<file path="src/rtl/gpiophy_link_emu.sv">
// ---------------------------------------------------------------------------
// gpiophy_link_emu : multi-lane GPIO PHY loopback with bring-up FSM and delay line
// Revision 1.0
// ---------------------------------------------------------------------------
`default_nettype none

module gpiophy_link_emu #(
   parameter int NUM_CH        = 2,
   parameter int PHY_WIDTH     = 20,
   parameter int MAX_DELAY     = 64,
   parameter int RATE          = 2,
   parameter int SETTLE_CYCLES = 16,
   parameter int EN_WIDTH      = 4
) (
   input  logic                           clk_wr,
   input  logic                           rst_wr,
   input  logic [NUM_CH*PHY_WIDTH-1:0]    tx_data,
   input  logic [NUM_CH-1:0]              ch_en,
   input  logic [EN_WIDTH-1:0]            transfer_en,
   input  logic [15:0]                    delay_value,
   output logic [NUM_CH*PHY_WIDTH-1:0]    rx_data,
   output logic                           link_online,
   output logic [1:0]                     link_state,
   output logic [$clog2(MAX_DELAY)-1:0]   eff_delay,
   output logic                           delay_clamped
);

   localparam int c_W  = NUM_CH * PHY_WIDTH;
   localparam int c_DW = $clog2(MAX_DELAY);
   localparam int c_SH = (RATE == 4) ? 2 : ((RATE == 2) ? 1 : 0);
   localparam int c_CW = $clog2((MAX_DELAY > SETTLE_CYCLES) ? MAX_DELAY : SETTLE_CYCLES) + 1;
   localparam logic [15:0]     c_MAX_EFF16 = 16'(MAX_DELAY - 1);
   localparam logic [c_DW-1:0] c_MAX_EFF   = c_DW'(MAX_DELAY - 1);

   typedef enum logic [1:0] {
      ST_WAIT_EN = 2'd0,
      ST_SETTLE  = 2'd1,
      ST_ONLINE  = 2'd2,
      ST_DRAIN   = 2'd3
   } state_t;

   state_t            r_state, w_next;
   logic [c_CW-1:0]   r_cnt, w_cnt_next;
   logic              w_latch;
   logic              w_all_en;
   logic [15:0]       r_dsync1, r_dsync2;
   logic [15:0]       w_req;
   logic              w_clamp;
   logic [c_DW-1:0]   w_eff;
   logic [c_DW-1:0]   r_eff;
   logic              r_clamp;
   logic [c_DW-1:0]   r_wptr;
   logic [c_DW-1:0]   w_rptr;
   logic [c_W-1:0]    r_mem [MAX_DELAY];
   logic [MAX_DELAY-1:0] r_valid;
   logic [c_W-1:0]    w_wdata;
   logic [c_W-1:0]    w_rd;
   logic [c_W-1:0]    r_rx;

   assign w_all_en = &transfer_en;
   assign w_req    = r_dsync2 >> c_SH;
   assign w_clamp  = (w_req > c_MAX_EFF16);
   assign w_eff    = w_clamp ? c_MAX_EFF : w_req[c_DW-1:0];

   always_comb begin
      w_next     = r_state;
      w_cnt_next = r_cnt;
      w_latch    = 1'b0;
      case (r_state)
         ST_WAIT_EN: begin
            if (w_all_en) begin
               w_next     = ST_SETTLE;
               w_cnt_next = '0;
               w_latch    = 1'b1;
            end
         end
         ST_SETTLE: begin
            if (!w_all_en) begin
               w_next     = ST_WAIT_EN;
               w_cnt_next = '0;
            end else if (r_cnt == c_CW'(SETTLE_CYCLES - 1)) begin
               w_next     = ST_ONLINE;
               w_cnt_next = '0;
            end else begin
               w_cnt_next = r_cnt + c_CW'(1);
            end
         end
         ST_ONLINE: begin
            if (!w_all_en) begin
               w_next     = ST_DRAIN;
               w_cnt_next = '0;
            end
         end
         ST_DRAIN: begin
            // Full lap of zero writes scrubs every entry before the next session
            if (r_cnt == c_CW'(MAX_DELAY - 1)) begin
               w_next     = ST_WAIT_EN;
               w_cnt_next = '0;
            end else begin
               w_cnt_next = r_cnt + c_CW'(1);
            end
         end
         default: begin
            w_next     = ST_WAIT_EN;
            w_cnt_next = '0;
         end
      endcase
   end

   for (genvar i = 0; i < NUM_CH; i++) begin : g_lane
      assign w_wdata[i*PHY_WIDTH +: PHY_WIDTH] =
         ((r_state == ST_ONLINE) && ch_en[i]) ? tx_data[i*PHY_WIDTH +: PHY_WIDTH] : '0;
   end

   // Zero delay needs the word being written this cycle, not the stored one
   assign w_rptr = r_wptr - r_eff;
   assign w_rd   = (r_eff == '0) ? w_wdata :
                   (r_valid[w_rptr] ? r_mem[w_rptr] : '0);

   always_ff @(posedge clk_wr) begin
      r_mem[r_wptr] <= w_wdata;
   end

   always_ff @(posedge clk_wr) begin
      if (rst_wr) begin
         r_state  <= ST_WAIT_EN;
         r_cnt    <= '0;
         r_dsync1 <= '0;
         r_dsync2 <= '0;
         r_eff    <= '0;
         r_clamp  <= 1'b0;
         r_wptr   <= '0;
         r_valid  <= '0;
         r_rx     <= '0;
      end else begin
         r_state         <= w_next;
         r_cnt           <= w_cnt_next;
         r_dsync1        <= delay_value;
         r_dsync2        <= r_dsync1;
         r_wptr          <= r_wptr + c_DW'(1);
         r_valid[r_wptr] <= 1'b1;
         if (w_latch) begin
            r_eff   <= w_eff;
            r_clamp <= w_clamp;
         end
         r_rx <= (w_next == ST_ONLINE) ? w_rd : '0;
      end
   end

   assign rx_data       = r_rx;
   assign link_online   = (r_state == ST_ONLINE);
   assign link_state    = r_state;
   assign eff_delay     = r_eff;
   assign delay_clamped = r_clamp;

endmodule

`default_nettype wire

</file>
<file path="config.mk">
export PLATFORM = sky130hd
export DESIGN_NAME = gpiophy_link_emu
export DESIGN_NICKNAME = d
export VERILOG_FILES = /design/src/rtl/gpiophy_link_emu.sv
export SDC_FILE = /design/constraint.sdc
export NUM_CORES = 2
export LEC_CHECK = 0
export CAP_MARGIN = 15
export CELL_PAD_IN_SITES_DETAIL_PLACEMENT = 2
export CELL_PAD_IN_SITES_GLOBAL_PLACEMENT = 2
export CORE_MARGIN = 2
export CORE_UTILIZATION = 45
export DETAILED_ROUTE_END_ITERATION = 10
export HOLD_SLACK_MARGIN = 0.1
export PLACE_DENSITY = 0.76
export SYNTH_ARGS = -nofsm -noshare
export SYNTH_HDL_FRONTEND = slang
export SYNTH_SLANG_ARGS = --single-unit
export TNS_END_PERCENT = 1
</file>
<file path="constraint.sdc">
create_clock -name clk_wr -period 4.5 [get_ports clk_wr]
set_input_delay 0.9 -clock clk_wr [delete_from_list [all_inputs] [get_ports clk_wr]]
set_output_delay 0.9 -clock clk_wr [all_outputs]
set_load 0.1 [all_outputs]
</file>
==> flow_summary.json <==
{
  "cp-start-kind": "flop",
  "gr-usage-all-layers_pct": 33.6,
  "port_buffers": 112,
  "cts_tree": "yes",
  "clk_latency_ps": 980,
  "drt-initial-drc-count": 9237,
  "stdcell_count": 8578,
  "period_needed_ps": 4450,
  "clock-sinks": 2716,
  "die_area_um2": 236000,
  "synth_fa_ha_area_share_pct": 0.103,
  "min_path_type": "primary input to flop",
  "layout_commonest_cell": "edfxtp_1",
  "arrival_ps": 5330,
  "dp_hpwl_mm": 225,
  "fp.dieH_um": 486,
  "start_util_pct": 45.4,
  "nets": 5394,
  "grt_pass1_vias": 61269,
  "clockRootBuffer": "clkbuf_16",
  "yosys.area_share.simple_pct": 3.39,
  "synth.avg_cell_area_um2": 21.4,
  "synthMuxAreaShare_pct": 16.7,
  "syn-cell-area_um2": 104000,
  "synth_top_family_by_area": "multiplexers",
  "htreeDepth": 5,
  "power.leakage_uw": 0.0406,
  "fin_skew_ps": 60.0,
  "netlist_instances": 4885,
  "timing.fmax_ghz": 0.225,
  "die_x_um": 486,
  "placedCellCount": 8045,
  "drt_drc_violations_left": 0,
  "synth-seq-cells": 2716,
  "core-area_um2": 230000,
  "postCtsHoldBufs": 0,
  "wl_per_cell_um": 46.2,
  "routed_wirelength_mm": 397,
  "end_kind": "flop",
  "slew_headroom_pct": 9.74,
  "cp_max_fo": 14,
  "grt_pass1_wl_mm": 540,
  "cap_violations": 0,
  "rsz0062_at_grt": "no",
  "cts-buffers-inserted": 299,
  "final_antenna_net_count": 0,
  "ir_worst_vdd_uv": 309,
  "place.gp.congestion": 0.816,
  "clk_pin_slew_ps": 70,
  "place_ws_ps": 84.5,
  "grt-ovfl-total": 0,
  "critPathRequiredTime_ps": 5390,
  "antenna_found_initial": 50,
  "synth_ff_type": "edfxtp_1",
  "num_io_pins": 114,
  "whs_ps": 315,
  "ys_async_sr_fraction_pct": 0,
  "drive_gt1_share_pct": 29.3,
  "finalSetupViolations": 0,
  "grt_max_degree": 87,
  "num_rows": 176,
  "dr.pass1.iters": 8,
  "crit_type": "flop to flop",
  "fin_setup_tns_ps": 0,
  "power.density_nw_per_um2": 496,
  "drv_slew": 0,
  "synth_xor_area_share_pct": 0.107,
  "hold_path_depth": 2,
  "min_period_over_period_pct": 98.8,
  "yosys_warnings": 0,
  "tightest_slew_ps": 1350,
  "utilization_pct": 52.6,
  "fin_ws_ps": 54.2,
  "reg2reg_depth": 8,
  "hold_viol": 0,
  "syn_nets": 4957,
  "viasPerCell": 6.80,
  "vias": 58321,
  "ys_seq_area_share_pct": 76.6,
  "synth.distinct_cells": 56,
  "syn2layout_area_growth_pct": 16.0,
  "outcome": "finished clean",
  "synth_edf_count": 2560,
  "synth_compound_area_share_pct": 1.61,
  "layout_common_cells": "edfxtp_1, mux4_2, clkbuf_16, buf_4, nor2_1",
  "cts_buffer_depth": 4
}
==> worst paths after layout <==
path | slack, ps | from | end
worst min-delay path | 320 | rst_wr | r_dsync1[12]$_SDFF_PP0_
worst min register to register | 440 | r_dsync1[7]$_SDFF_PP0_ | r_dsync2[7]$_SDFF_PP0_
worst max register to register | 50 | r_wptr[4]$_SDFF_PP0_ | rx_data[15]$_SDFF_PP0_
worst max-delay path | 50 | r_wptr[4]$_SDFF_PP0_ | rx_data[15]$_SDFF_PP0_
==> repair_timing <==
item	CTS	global route
gates resized for setup	4	2
setup endpoints to repair	12	11
cloned	0	0
setup buffers	0	0
==> kinds of logic (layout without fill, tap and decap cells) <==
logic type                 count (synthesis)  count (layout)
AOI/OAI and AO/OA                        233             233
xor gates and xnor gates                  11              11
adders and majority gates                  8               8
buffers and inverters                    288             943
DFF                                     2716            2716
muxes                                    864             864
other                                      0              12
and+or+nand+nor                          765             765
==> synth_stat cells (3+ instances only) <==
master       n  area (um2)
a21oi_1     87         435
a221oi_1    40         350
a31oi_1     41         257
and2_1      41         257
and3_1      42         263
buf_1        7        26.3
buf_12       5         100
buf_2      104         521
buf_4       34         255
buf_6       16         180
clkbuf_1   113         424
dfxtp_1    156        3120
edfxtp_1  2560       76900
ha_1         7        87.6
inv_1        7        26.3
mux2_2      80         901
mux2i_1     86         861
mux4_1       3        78.8
mux4_2     695       15700
nand2_1    168         631
nand2b_1    42         263
nand3_1    128         641
nand3b_1     4        30.0
nand4_1      6        37.5
nor2_1     271        1020
nor2b_1     35         219
nor3_1      10        50.1
o21a_1       3        22.5
o21ai_0      7        35.0
o21ai_1      3        15.0
o221a_1     38         428
or2_2        3        18.8
or3_1        7        43.8
xnor2_1      3        26.3
xor2_1       6        52.6
==> sequential cells by signal, indices dropped and copies added (netlist names) <==
name,count
link_state,2
r_cnt,7
r_dsync1,15
rx_data,40
r_valid,64
eff_delay,6
delay_clamped,1
r_wptr,6
r_mem,2560
r_dsync2,15
==> per-stage QoR <==
step	area [um2]	power, uW
finish	121000	60100
global route	121000	61200
CTS	121000	60200
detailed placement	112000	35500
global placement	112000	35100
floorplan	104000	32200
==> critical path, cell delays in order (launching register included) <==
cell and delay (ps):
dfxtp_1 850, ha_1 600, o31a_1 390, o21ai_0 380, a211oi_4 150, buf_8 210
buf_4 230, a221oi_1 1140, o221a_1 380
==> power by group <==
part           internal, uW  switching (uW)  total, uW
registers             27600            73.7      27700
clock network         14000           10800      24800
logic                  2770            4890       7660
==> final cells by class <==
type,instances,area (um2)
Multi-Input combinational cell,1881,23600
Tap cell,3026,3790
Sequential cell,2716,80000
Fill cell,19466,109000
Clock inverter,119,1010
Clock buffer,400,8340
Timing Repair Buffer,417,4420
Inverter,7,26.3
Antenna cell,12,30.0
==> per-layer routing <==
layer / global-route usage, % / vias up / wire length, um / part of all wire [%]
met5: 0 / - / 176 / 0.044
met4: 12.6 / 28 / 16700 / 4.2
met3: 8.76 / 965 / 43800 / 11
met2: 54.8 / 4534 / 193000 / 49
met1: 43.4 / 31663 / 143000 / 36
li1: - / 21131 / - / -
(Power assumes the default switching activity.)
